--- config.mk ---
export PLATFORM = sky130hd
export DESIGN_NAME = sys_array_ctrl
export DESIGN_NICKNAME = d
export VERILOG_FILES = /design/src/rtl/sys_array_pkg.sv /design/src/rtl/act_skew.sv /design/src/rtl/sys_array_ctrl.sv
export SDC_FILE = /design/constraint.sdc
export NUM_CORES = 1
export LEC_CHECK = 0
export ABC_CLOCK_PERIOD_IN_PS = 8400
export CAP_MARGIN = 10
export CORE_AREA = 3 3 433 435
export DETAILED_ROUTE_END_ITERATION = 8
export DIE_AREA = 0 0 436 438
export SLEW_MARGIN = 20
export SYNTH_ARGS = -nofsm -noshare
export SYNTH_HDL_FRONTEND = slang
export SYNTH_SLANG_ARGS = --single-unit
--- constraint.sdc ---
create_clock -name clk -period 8.4 [get_ports clk]
set_clock_uncertainty 0.1 [all_clocks]
set_input_delay 0.84 -clock clk [delete_from_list [all_inputs] [get_ports clk]]
set_output_delay 0.84 -clock clk [all_outputs]
set_load 0.05 [all_outputs]
--- src/rtl/sys_array_pkg.sv ---
// Shared types and defaults for the systolic array tile sequencer.
package sys_array_pkg;

  typedef enum logic [1:0] {
    IDLE,
    LOAD_W,
    COMPUTE,
    DRAIN
  } state_t;

  localparam int SYS_ROW_DEF     = 16;
  localparam int SYS_COL_DEF     = 16;
  localparam int DATA_WIDTH_DEF  = 16;
  localparam int DRAIN_SLACK_DEF = 4;

  // Worst-case cycles from DRAIN entry until the last result leaves the array.
  function automatic int drain_limit(input int rows, input int cols, input int slack);
    return rows + cols + slack;
  endfunction

endpackage

--- src/rtl/act_skew.sv ---
// Triangular input skew: row i sees the activation vector i cycles late.
// Row 0 is a combinational pass-through; invalid cycles shift in zero.
module act_skew #(
  parameter int SYS_ROW    = 16,
  parameter int DATA_WIDTH = 16
) (
  input  logic                  clk,
  input  logic                  rstn,
  input  logic                  valid,
  input  logic [DATA_WIDTH-1:0] data   [SYS_ROW],
  output logic [DATA_WIDTH-1:0] skewed [SYS_ROW]
);

  genvar gi;
  generate
    for (gi = 0; gi < SYS_ROW; gi++) begin : g_row
      logic [DATA_WIDTH-1:0] head;
      assign head = valid ? data[gi] : '0;

      if (gi == 0) begin : g_pass
        assign skewed[gi] = head;
      end else begin : g_dly
        logic [DATA_WIDTH-1:0] pipe_reg [gi];

        always_ff @(posedge clk or negedge rstn) begin
          if (!rstn) begin
            for (int k = 0; k < gi; k++) pipe_reg[k] <= '0;
          end else begin
            pipe_reg[0] <= head;
            for (int k = 1; k < gi; k++) pipe_reg[k] <= pipe_reg[k-1];
          end
        end

        assign skewed[gi] = pipe_reg[gi-1];
      end
    end
  endgenerate

endmodule

--- src/rtl/sys_array_ctrl.sv ---
// Tile sequencer for the weight-stationary systolic array: loads weights,
// streams skewed activations, then counts results out of the last column.
module sys_array_ctrl
  import sys_array_pkg::*;
#(
  parameter int SYS_ROW     = SYS_ROW_DEF,
  parameter int SYS_COL     = SYS_COL_DEF,
  parameter int DATA_WIDTH  = DATA_WIDTH_DEF,
  parameter int CNT_WIDTH   = 16,
  parameter int ADDR_WIDTH  = 10,
  parameter int DRAIN_SLACK = DRAIN_SLACK_DEF
) (
  input  logic                  clk,
  input  logic                  rstn,
  input  logic                  start,
  input  logic                  skip_wload,
  input  logic [CNT_WIDTH-1:0]  num_vec,
  output logic                  busy,
  output logic                  done,
  output logic                  err,
  output logic                  w_rd_en,
  output logic [ADDR_WIDTH-1:0] w_rd_addr,
  input  logic [DATA_WIDTH-1:0] w_rd_data [SYS_COL],
  output logic                  a_rd_en,
  output logic [ADDR_WIDTH-1:0] a_rd_addr,
  input  logic [DATA_WIDTH-1:0] a_rd_data [SYS_ROW],
  output logic                  arr_en,
  output logic [SYS_COL-1:0]    arr_w_wen,
  output logic [DATA_WIDTH-1:0] arr_w_in [SYS_COL],
  output logic [DATA_WIDTH-1:0] arr_in   [SYS_ROW],
  input  logic [SYS_COL-1:0]    arr_en_out
);

  localparam logic [CNT_WIDTH-1:0] ROW_LAST    = CNT_WIDTH'(SYS_ROW - 1);
  localparam logic [CNT_WIDTH-1:0] DRAIN_LIMIT = CNT_WIDTH'(drain_limit(SYS_ROW, SYS_COL, DRAIN_SLACK));
  localparam logic [CNT_WIDTH-1:0] ONE         = CNT_WIDTH'(1);

  state_t               state_reg,   state_next;
  logic [CNT_WIDTH-1:0] cnt_reg,     cnt_next;
  logic [CNT_WIDTH-1:0] num_vec_reg, num_vec_next;
  logic [CNT_WIDTH-1:0] res_cnt_reg, res_cnt_next;
  logic                 w_valid_reg, a_valid_reg;
  logic                 res_pulse;
  logic                 unused_en_out;

  // Only the last column's en_out marks a finished result vector.
  assign unused_en_out = ^arr_en_out[SYS_COL-2:0];
  assign res_pulse     = (state_reg != IDLE) && arr_en_out[SYS_COL-1];

  always_ff @(posedge clk or negedge rstn) begin
    if (!rstn) begin
      state_reg   <= IDLE;
      cnt_reg     <= '0;
      num_vec_reg <= '0;
      res_cnt_reg <= '0;
      w_valid_reg <= 1'b0;
      a_valid_reg <= 1'b0;
    end else begin
      state_reg   <= state_next;
      cnt_reg     <= cnt_next;
      num_vec_reg <= num_vec_next;
      res_cnt_reg <= res_cnt_next;
      w_valid_reg <= w_rd_en;
      a_valid_reg <= a_rd_en;
    end
  end

  // cnt_reg indexes weight rows, then activation vectors, then drain cycles.
  always_comb begin
    state_next   = state_reg;
    cnt_next     = cnt_reg;
    num_vec_next = num_vec_reg;
    res_cnt_next = res_cnt_reg + {{(CNT_WIDTH-1){1'b0}}, res_pulse};
    w_rd_en      = 1'b0;
    a_rd_en      = 1'b0;
    done         = 1'b0;
    err          = 1'b0;
    case (state_reg)
      IDLE: begin
        if (start && (num_vec != '0)) begin
          num_vec_next = num_vec;
          cnt_next     = '0;
          res_cnt_next = '0;
          state_next   = skip_wload ? COMPUTE : LOAD_W;
        end
      end
      LOAD_W: begin
        w_rd_en  = 1'b1;
        cnt_next = cnt_reg + ONE;
        if (cnt_reg == ROW_LAST) begin
          cnt_next   = '0;
          state_next = COMPUTE;
        end
      end
      COMPUTE: begin
        a_rd_en  = 1'b1;
        cnt_next = cnt_reg + ONE;
        if (cnt_reg == num_vec_reg - ONE) begin
          cnt_next   = '0;
          state_next = DRAIN;
        end
      end
      DRAIN: begin
        cnt_next = cnt_reg + ONE;
        // A result arriving on the timeout cycle still counts as completion.
        if (res_cnt_next == num_vec_reg) begin
          done       = 1'b1;
          state_next = IDLE;
        end else if (cnt_reg == DRAIN_LIMIT) begin
          done       = 1'b1;
          err        = 1'b1;
          state_next = IDLE;
        end
      end
      default: state_next = IDLE;
    endcase
  end

  assign busy      = (state_reg != IDLE);
  assign w_rd_addr = (state_reg == LOAD_W)  ? cnt_reg[ADDR_WIDTH-1:0] : '0;
  assign a_rd_addr = (state_reg == COMPUTE) ? cnt_reg[ADDR_WIDTH-1:0] : '0;
  assign arr_en    = a_valid_reg;
  assign arr_w_wen = {SYS_COL{w_valid_reg}};

  genvar gi;
  generate
    for (gi = 0; gi < SYS_COL; gi++) begin : g_w_in
      assign arr_w_in[gi] = w_valid_reg ? w_rd_data[gi] : '0;
    end
  endgenerate

  act_skew #(
    .SYS_ROW   (SYS_ROW),
    .DATA_WIDTH(DATA_WIDTH)
  ) u_act_skew (
    .clk   (clk),
    .rstn  (rstn),
    .valid (a_valid_reg),
    .data  (a_rd_data),
    .skewed(arr_in)
  );

endmodule

Yosys cells after proc, flatten, opt, wreduce, memory -nomap -nowiden
Cells that the tools add are included.
Widths: inputs -> output; s select.
{ "classes": {"addsub": 3, "eq_ne": 11, "mux": 54, "reduce_logical": 7} }
{ "op_table": {"columns": ["cell", "count"], "rows": [
  ["$mux 16", 37],
  ["$pmux 16 s4", 1],
  ["$eq 16x16->1", 2],
  ["$mux 10", 2],
  ["$add 16x1->16", 1],
  ["$add 16x1->16 const B", 1],
  ["$eq 16x4->1 const B", 1],
  ["$eq 16x6->1 const B", 1],
  ["$reduce_bool 16->1", 1],
  ["$sub 16x1->16 const B", 1],
  ["$mux 2", 6],
  ["$pmux 2 s4", 1],
  ["$mux 1", 7],
  ["$ne 2x2->1 const B", 3],
  ["$eq 2x2->1 const B", 2],
  ["$reduce_and 4->1", 1],
  ["$ne 3x3->1 const B", 1],
  ["$eq 2x1->1 const B", 1],
  ["$logic_and 1x1->1", 2],
  ["$logic_not 2->1", 1],
  ["$reduce_and 2->1", 1],
  ["$reduce_bool 2->1", 1]
]} }
{ "word_totals": {"regBits": 1972, "in_bits": 548, "out_inout_bits": 554, "elab_cells": 201} }

Logic depth before layout (Yosys ltp)
Gate-level depths: netlist of the first run.
{ "depth": {"word_depth": 6, "mapped_depth": 15, "mapped_depth_nobuf": 13} }

Modules after synthesis
Synthesis of the first run repeated with hierarchy kept, for this count alone.
{ "unflattened": {"cells_unflattened": 3184, "area_unflattened_um2": 57164.8} }
{ "modules_own_cells": {"columns": ["mod", "n_inst", "cells_each", "area_each_um2", "seq_area_each_um2"], "rows": [
  ["act_skew", 1, 2428, 51473.1, 48046.1],
  ["sys_array_ctrl", 1, 756, 5691.7, 1301.2]
]} }

Least setup slack after synthesis of the first run
Ideal clock, no wire load.
{ "synth_timing": {"path_kind": "register to output", "from": "reg state_reg[0]", "to": "out done", "arrival_time_ns": 4.029, "required_ns": 7.460, "slack_ns": 3.431, "path_stages_with_launch": 15, "path_buffers": 2, "path_cell_list": "dfrtp_1 -> inv_1 -> ha_1 -> buf_1 -> nor2b_1 -> ha_1 -> ha_1 -> clkbuf_1 -> xnor2_1 -> xor2_1 -> o2111ai_1 -> a2111o_1 -> nor4_1 -> nand4_1 -> a21boi_0"} }
{ "synth_via": {"elab_chain_cells": 6, "word_cells_on_any_way": 7, "cone_classes": "add/sub (1); eq/ne (2); mux (2); reduce/logical (2)"} }
{ "synth_rtl": {"columns": ["item", "line", "text"], "rows": [
  ["start: declaration", "sys_array_ctrl.sv:38", "state_t state_reg, state_next;"],
  ["start signal: assignment", "sys_array_ctrl.sv:59", "state_reg <= state_next;"],
  ["$reduce_bool 2->1", "sys_array_ctrl.sv:48", "assign res_pulse = (state_reg != IDLE) && arr_en_out[SYS_COL-1];"],
  ["$logic_and 1x1->1", "sys_array_ctrl.sv:48", null],
  ["$add 16x1->16", "sys_array_ctrl.sv:73", "res_cnt_next = res_cnt_reg + {{(CNT_WIDTH-1){1'b0}}, res_pulse};"],
  ["$eq 16x16->1", "sys_array_ctrl.sv:106", "if (res_cnt_next == num_vec_reg) begin"],
  ["$mux 1", "sys_array_ctrl.sv:106", null],
  ["$mux 1 (*)", "sys_array_ctrl.sv:78", "case (state_reg)"],
  ["end: declaration", "sys_array_ctrl.sv:19", "output logic done,"]
]} }
Mark *: on every way between the ends. The rest lies on a longest branch, timed or not.

Worst setup path after layout of the first run
{ "layout_timing": {"from": "reg state_reg[1]", "to": "out done"} }
Same word-level chain as after synthesis.

==> results by stage, run 1 <==
Run status:
- The flow ran to the end, and the final reports show no timing, DRC or antenna violations.

Logic synthesis:
- The most used flip-flop cell after synthesis is sky130_fd_sc_hd__dfrtp_1.
- In this run, synthesis inferred 0 flip-flops with an integrated enable.
- The flip-flop and latch count after synthesis is 1972.
- During synthesis, Yosys emitted a total of 0 warnings.
- The fraction of post-synthesis cell area in the top cell type by area is 0.865.
- The instance count of the mapped netlist is 3189.
- The total nets after synthesis is 3746.
- The share of synthesized registers carrying an async set or reset is 1.00.
- The synthesized area per cell is 17.9 um^2.
- After synthesis, the cell types taking the most area are sky130_fd_sc_hd__dfrtp_1 86%, sky130_fd_sc_hd__and2_1 5.9%, sky130_fd_sc_hd__buf_4 3.2%, sky130_fd_sc_hd__clkbuf_1 0.53%, sky130_fd_sc_hd__xnor2_1 0.46%.
- The sequential-to-total area share from yosys stat is 0.865.
- The post-synth design cell area is 57100 um^2.
- The number of distinct library cells after synthesis is 62.
- The cell type with the highest aggregate area in the netlist is sky130_fd_sc_hd__dfrtp_1.

Layout:
- Of the cells placed in the final design, the portion with a size suffix greater than 1 is 0.0830.
- From synthesis to final layout, the design area changed by 33.0%.
- The area of combinational cells with multiple inputs is ~5500 um^2.
- At the end of the flow, the number of nets in the layout was 4719.
- The finished cells cover 75900 um^2.
- The area of all sequential standard cells is around 49000 um^2.
- The number of flip-flops under the largest register name is between 1.5k and 2k.
- The final-layout fill cell count is 16.5k.
- The top cell types in the final layout, fill and taps aside, are 1970 x sky130_fd_sc_hd__dfrtp_1, 1078 x sky130_fd_sc_hd__clkdlybuf4s50_1, 536 x sky130_fd_sc_hd__and2_1.
- The most frequent standard cell in the layout excluding fill and tap cells is sky130_fd_sc_hd__dfrtp_1.

Clock tree:
- At the later pin of the worst-skew pair, clock insertion delay measures slightly above 800 ps.
- The clock passes through at most 3 buffers.
- Clock tree synthesis selected as its root buffer the cell sky130_fd_sc_hd__clkbuf_16.
- The CTS tree is yes.
- Post-CTS timing repair inserted 0 buffers for setup.
- In this run, CTS created clock tree buffers numbering 186.
- The number of sinks driven by the clock tree is 1972.
- Clock-pin slew was measured on the worst setup and hold paths at around 60 ps.
- In this run the number of H-tree levels came out at 4.

Routing:
- The number of routed nets with antenna violations is 0.
- The routed layout has 27.6k vias.
- Dividing the detail-routed via count by the number of cells gives around 4.0.
- The number of violations reported at the end of detailed-routing iteration 0 is 1854.
- The aggregate routed wire length is 197000 um.
- In the routed design, unresolved DRC markers number 0.
- The average wire per standard cell is ~29 um.
- The number of detailed-routing iterations run before antenna repair is 5.

Global routing:
- The number of antenna violations at the first check in global routing is about 130.
- The number of global-route vias before repair is 29.1k.
- The maximum number of pins on one net before global-route repair is 219.
- The first global-routing pass estimated ~260000 um of wire.
- The total global routing track utilization is 0.207.
- For this run the aggregate overflow at the end of global routing stands at 0.

Critical path:
- The critical path capture point type is an output port.
- For flop-to-flop paths, the worst setup slack is 4100 ps.
- Data on the critical path is required at its endpoint by 7460 ps.
- The worst setup path is launched from a flop.
- By startpoint and endpoint, the worst setup path is classified as flop to output port.
- The signal on the critical path passes through inv_1, ha_1, nor2b_1, ha_1, ha_1, xnor2_1, xor2_1, o2111ai_1, a2111o_1, nor4_1, nand4_1, a21boi_0, clkdlybuf4s50_1.
- The maximum fanout along the worst path is 13.
- STA puts the critical path data arrival time at 5610 ps.
- The maximum single-stage delay on the critical path is between 900 and 1000 ps.
- The most numerous cell type found on the critical path is sky130_fd_sc_hd__ha_1.
- In this run the critical register-to-register path is captured at state_reg[1].
- For the worst flop-to-flop path, the logic depth is 13.
- The startpoint identified for the worst register-to-register timing path is state_reg[1].
- The slowest stage of the critical path belongs to the cell sky130_fd_sc_hd__clkdlybuf4s50_1.

Die:
- approximately 1.1k I/O pins were placed.
- The placement row count is 157.
- The initial standard-cell utilization of the core is 0.311.
- The floorplan step set the die width to about 440 um.
- The core area is ~180000 um^2.
- The chip height is approximately 440 um.
- The die area is 191000 um^2.

Min path:
- In this run the worst hold path is classified as flop to flop.
- The worst hold path was traced through 0 stages.
- The startpoint of the lowest-slack hold path is u_act_skew.g_row[10].g_dly.pipe_reg[17].
- The terminating pin of the worst hold path is u_act_skew.skewed[81].

STA:
- Timing would allow up to 153 MHz.
- The max-slew violation count came to 0.
- The worst slew margin relative to its limit is 0.201.
- In the finished design, the share of the clock period the worst path needs comes to 0.780.
- The minimum clock period is about 6600 ps.
- The total setup violations reported at the end of the flow is 0.
- For the final routed database, the setup TNS stands at 0 ps.
- The slew at the pin with the worst max-slew slack is approximately 1200 ps.
- The number of endpoints with negative hold slack in the final report is 0.
- Setup repair after global routing left no endpoint under its margin.

Job:
- Across the run, the number of max-cap violations was 0.

Pwr:
- The leakage component of the power is 36.1 nW.
- The cell area power density is 356 nW/um^2.
- The maximum vdd ir drop is 0.000194 V.

Place:
- At the end of routability-driven placement, the weighted congestion stood at about 1.1.
- After detailed placement, the total cell area comes to a little under 70000 um^2.
- Detailed placement finished with a half-perimeter wire length of 155000 um.
- The quantity of I/O buffers inserted on ports is 1086.
[power breakdown]
part	switching [mW]	internal, mW	total (mW)
Clock	3.59	4.95	8.53
Combinational	4.35	1.77	6.12
Sequential	0.767	11.6	12.4
Total	8.70	18.3	27.0
[layout make-up]
cell class / instances / share of cell area
Clock inverter: 84 / 0.0144
Tap cell: 2464 / 0.0406
Sequential cell: 1972 / 0.650
Inverter: 17 / 0.000841
Clock buffer: 255 / 0.0702
Antenna cell: 106 / 0.00350
Multi-Input combinational cell: 870 / 0.0722
Timing Repair Buffer: 1115 / 0.148
[worst max-delay path: cells and delay by family, from the launching register on]
| family | cells | cell delay (ps) |
|---|---|---|
| adders and majority gates | 3 | 1150 |
| buffers and inverters | 2 | 1060 |
| and+or+nand+nor | 3 | 900 |
| AOI/OAI and AO/OA | 3 | 830 |
| xor gates and xnor gates | 2 | 460 |
| DFF | 1 | 400 |
[kinds of logic (layout without fill, tap and decap cells)]
family	Yosys count	after routing	synth area share
DFF	1972	1972	0.865
and+or+nand+nor	741	741	0.0771
buffers and inverters	347	1471	0.0391
AOI/OAI and AO/OA	67	67	0.00875
xor gates and xnor gates	49	49	0.00752
adders and majority gates	9	9	0.00197
muxes	4	4	0.000702
other	0	106	0
[Yosys cell counts (all sizes together), types with 3 or more instances]
| cell | count |
|---|---|
| a21oi | 8 |
| a31oi | 6 |
| and2 | 536 |
| and3 | 9 |
| buf | 250 |
| clkbuf | 80 |
| dfrtp | 1972 |
| ha | 9 |
| inv | 17 |
| mux2i | 4 |
| nand2 | 69 |
| nand3 | 20 |
| nand4 | 14 |
| nor2 | 36 |
| nor2b | 7 |
| nor3 | 10 |
| nor3b | 5 |
| nor4 | 15 |
| o2111ai | 4 |
| o211ai | 6 |
| o21ai | 17 |
| o32ai | 4 |
| or3 | 3 |
| or4 | 4 |
| xnor2 | 30 |
| xor2 | 19 |
[timing repair]
item / 4_1_cts / 5_1_grt
hold buffers: 1 / 0
gates resized for setup: 0 / 0
endpoints found under the hold margin: 99 / 0
[how the worst max path moves through the flow]
stage               slack (ps)   end           start  cells after the start
floorplan                 3430  done    state_reg[0]                     14
global placement          2280  done  arr_en_out[15]                     12
detailed placement        2230  done  arr_en_out[15]                     12
CTS                       1640  done    state_reg[1]                     13
global route              1420  done    state_reg[1]                     13
finish                    1850  done    state_reg[1]                     13
[per-stage QoR]
stage	util	hold slack (ps)	cells	setup slack, ps	power [mW]
after floorplan	-	231	3189	3430	16.0
after global placement	0.377	231	6434	2280	18.6
after detailed placement	0.377	235	6434	2230	18.7
after CTS	0.412	208	6774	1640	27.4
after global routing	0.414	223	6875	1420	28.1
final	0.414	210	6883	1850	27.0
[metal layers]
metal / up-vias / part of all wire / global-route usage
met1: 14373 / 0.35 / 0.222
met5: - / 0.0015 / 0
met4: 42 / 0.058 / 0.105
met2: 979 / 0.51 / 0.358
met3: 392 / 0.078 / 0.0737
li1: 11791 / - / -
Power figures use the tool's default switching activity.
==> run 2: changes to the inputs <==
--- a/config.mk
+++ b/config.mk
@@ -5,7 +5,7 @@
 export SDC_FILE = /design/constraint.sdc
 export NUM_CORES = 1
 export LEC_CHECK = 0
-export ABC_CLOCK_PERIOD_IN_PS = 8400
+export ABC_CLOCK_PERIOD_IN_PS = 5800
 export CAP_MARGIN = 10
 export CORE_AREA = 3 3 433 435
 export DETAILED_ROUTE_END_ITERATION = 8
==> constraint.sdc (replaced) <==
create_clock -name clk -period 5.8 [get_ports clk]
set_clock_uncertainty 0.1 [all_clocks]
set_input_delay 0.58 -clock clk [delete_from_list [all_inputs] [get_ports clk]]
set_output_delay 0.58 -clock clk [all_outputs]
set_load 0.05 [all_outputs]
==> results by stage, run 2 (synthesis gave the netlist of run 1 again) <==
Global routing:
- The total global routing track utilization was 0.203 (was 0.207).
- The final global-route overflow total was 0 (unchanged).
- The number of antenna violations at the first check in global routing is 115 (was 127).
- The maximum number of pins on one net before global-route repair came to 198 (was 219).
- The first-pass GRT wire length is 257000 um (was 262000 um).
- The number of global-route vias before repair is 28.9k (was 29.1k).

Place:
- The half-perimeter wire length of the detailed placement result was 153000 um (was 155000 um).
- The quantity of I/O buffers inserted on ports came to 1086 (unchanged).
- The placer's final routability congestion estimate is 1.11 (was 1.08).
- The post-detailed-placement cell area is 69200 um^2 (was 69100 um^2).

Clock tree:
- The maximum number of buffers from clock root to sink is 3 (unchanged).
- The CTS buffer count is 186 (unchanged).
- The number of levels the H-tree was split into is 4 (unchanged).
- The number of sinks driven by the clock tree came to 1972 (unchanged).
- The clock root buffer master is sky130_fd_sc_hd__clkbuf_16 (unchanged).
- The CTS tree is yes (unchanged).
- The clock latency of the later-clocked register in the worst-skew pair was 810 ps (about the same).
- The post-CTS setup repair buffer count is 0 (unchanged).
- The clock edge transition at the registers on the reported setup and hold paths came to 60 ps (about the same).

Layout:
- The post-layout net count came to 4721 (was 4719).
- The area growth from synthesis to layout is 33.2% (was 33.0%).
- The most frequent standard cell in the layout excluding fill and tap cells was sky130_fd_sc_hd__dfrtp_1 (unchanged).
- Highest-count cells in the layout ignoring fill and taps: 1970 x sky130_fd_sc_hd__dfrtp_1, 1079 x sky130_fd_sc_hd__clkdlybuf4s50_1, 536 x sky130_fd_sc_hd__and2_1 (was 1970 x sky130_fd_sc_hd__dfrtp_1, 1078 x sky130_fd_sc_hd__clkdlybuf4s50_1, 536 x sky130_fd_sc_hd__and2_1).
- The number of flip-flops under the largest register name is 1696 (unchanged).
- The share of post-route cells with drive strength above 1 is 0.0796 (was 0.0830).
- The summed area of non-filler cells in the final layout is 76000 um^2 (was 75900 um^2).

Routing:
- The number of routed nets with antenna violations is 0 (unchanged).
- The number of violations reported at the end of detailed-routing iteration 0 is 2062 (was 1854).
- The number of detailed-routing iterations run before antenna repair is 5 (unchanged).
- The number of remaining DRC errors is 0 (unchanged).
- The average wire per standard cell is 28.0 um (was 28.7 um).
- The mean number of vias per cell is 3.95 (was 4.01).
- The total via count in the routed design came to 27.5k (was 27.6k).
- The aggregate routed wire length is 195000 um (was 197000 um).

Die:
- The initial standard-cell utilization of the core is 0.311 (unchanged).
- The count of pins on the block boundary is 1102 (unchanged).
- The placement row count came to 157 (unchanged).
- The die area is 191000 um^2 (unchanged).
- The core area was 183000 um^2 (unchanged).
- The die width is 436 um (unchanged).
- The chip height is 438 um (unchanged).

Min path:
- The worst hold path class is flop to flop (unchanged).

STA:
- The worst slew margin relative to its limit is 0.180 (was 0.201).
- The final worst-path cycle share is 0.886.
- The total setup violations reported at the end of the flow came to 0 (unchanged).
- The number of endpoints with negative hold slack in the final report was 0 (unchanged).
- The accumulated negative setup slack was 0 ps (unchanged).
- The maximum clock frequency is roughly 190 MHz.
- The max-slew violation count is 0 (unchanged).
- Subtracting the final worst setup slack from the clock period gives 5140 ps.
- Unrepaired setup endpoints after global routing: false (unchanged).
- The slew at the pin with the worst max-slew slack was 1230 ps (was 1190 ps).

Pwr:
- The leakage component of the power is 36.1 nW (about the same).
- The maximum vdd ir drop came to 0.000298 V (was 0.000194 V).
- The cell area power density is 513 nW/um^2 (was 356 nW/um^2).

Critical path:
- The critical path launch point type is a flop (unchanged).
- The category of the most critical setup path was flop to output port (unchanged).
- The critical path capture point type is an output port (unchanged).
- The data arrival time at the worst-slack endpoint came to 4460 ps (was 5610 ps).
- The maximum fanout along the worst path came to 8 (was 13).
- The required time at the worst-slack endpoint is 5120 ps (was 7460 ps).

Job:
- The max capacitance violation total is 0 (unchanged).

Run status:
- Run status: complete, no violations (unchanged).
-- run 2: cell count changes in the layout (fill, tap and decap cells not counted), moves of 2 or more --
cell | previous run | this run
sky130_fd_sc_hd__buf_12 | 7 | 10
sky130_fd_sc_hd__buf_16 | 4 | 2
sky130_fd_sc_hd__bufinv_16 | 15 | 13
sky130_fd_sc_hd__clkbuf_1 | 29 | 38
sky130_fd_sc_hd__clkinv_16 | 8 | 10
sky130_fd_sc_hd__clkinv_2 | 45 | 32
sky130_fd_sc_hd__clkinvlp_4 | 5 | 3
sky130_fd_sc_hd__diode_2 | 106 | 183
sky130_fd_sc_hd__inv_16 | 3 | 0
-- run 2: routing by layer --
layer  GRT usage  wire length [um]  vias to the layer above
met1       0.211             66400                    14247
met2       0.357            103000                      984
met3      0.0683             14700                      363
met4       0.115             10400                       22
li1            -                 -                    11849
met5           0               144                        -
-- run 2: final cells by class --
type / count / area, um^2
clock buffer: 263 / 5330
sequential: 1972 / 49400
inverter: 17 / 63.8
timing repair buffer: 1117 / 11200
tap: 2464 / 3080
fill: 16487 / 107000
multi-input combinational: 870 / 5480
antenna: 183 / 458
clock inverter: 69 / 987
-- run 2: path summary, 6_finish.rpt --
path / start / endpoint / slack, ps / cells after the start
worst max-delay path: state_reg[0] / err / 660 / 14
worst min-delay path: u_act_skew.g_row[7].g_dly.pipe_reg[19] / u_act_skew.skewed[131] / 180 / 0
worst max register to register: state_reg[0] / state_reg[0] / 2000 / 14
worst min register to register: u_act_skew.g_row[7].g_dly.pipe_reg[19] / u_act_skew.skewed[131] / 180 / 0
max in group asynchronous: rstn / u_act_skew.g_row[7].g_dly.pipe_reg[82] / 3530 / 4
min in group asynchronous: rstn / u_act_skew.g_row[8].g_dly.pipe_reg[85] / 340 / 2
-- run 2: stage by stage --
step | hold WS [ps] | util | std cells | total power, mW | setup slack, ps
3_3_place_gp | 231 | 0.377 | 6438 | 27.0 | 491
3_5_place_dp | 235 | 0.377 | 6438 | 27.1 | 571
6_report | 176 | 0.414 | 6955 | 39.0 | 659
5_1_grt | 179 | 0.414 | 6952 | 40.6 | 300
2_1_floorplan | 184 | - | 3189 | 23.2 | 1090
4_1_cts | 142 | 0.412 | 6771 | 39.5 | 17.5
-- run 2: power by group --
group	total (mW)	internal, mW	leakage, nW	switching (mW)
clock	12.2	7.05	3.10	5.16
sequential	17.9	16.8	26.4	1.15
combinational	8.82	2.58	6.60	6.24
-- run 2: worst max-delay path, cell delays in order, from the launching register on --
cell	delay, ps
sky130_fd_sc_hd__dfrtp_1	370
sky130_fd_sc_hd__inv_1	90
sky130_fd_sc_hd__ha_1	250
sky130_fd_sc_hd__nor2b_1	140
sky130_fd_sc_hd__ha_1	260
sky130_fd_sc_hd__ha_2	350
sky130_fd_sc_hd__xnor2_1	190
sky130_fd_sc_hd__xor2_1	170
sky130_fd_sc_hd__o2111ai_1	160
sky130_fd_sc_hd__a2111o_1	370
sky130_fd_sc_hd__nor4_1	340
sky130_fd_sc_hd__nand4_1	230
sky130_fd_sc_hd__buf_4	220
sky130_fd_sc_hd__and3_1	190
sky130_fd_sc_hd__dlymetal6s2s_1	330
-- run 2: timing repair --
| action | CTS | global route |
|---|---|---|
| resized for setup | 0 | 2 |
| hold endpoints to repair | 129 | 0 |
| endpoints found under the setup margin | 0 | 1 |
| hold buffers | 1 | 0 |
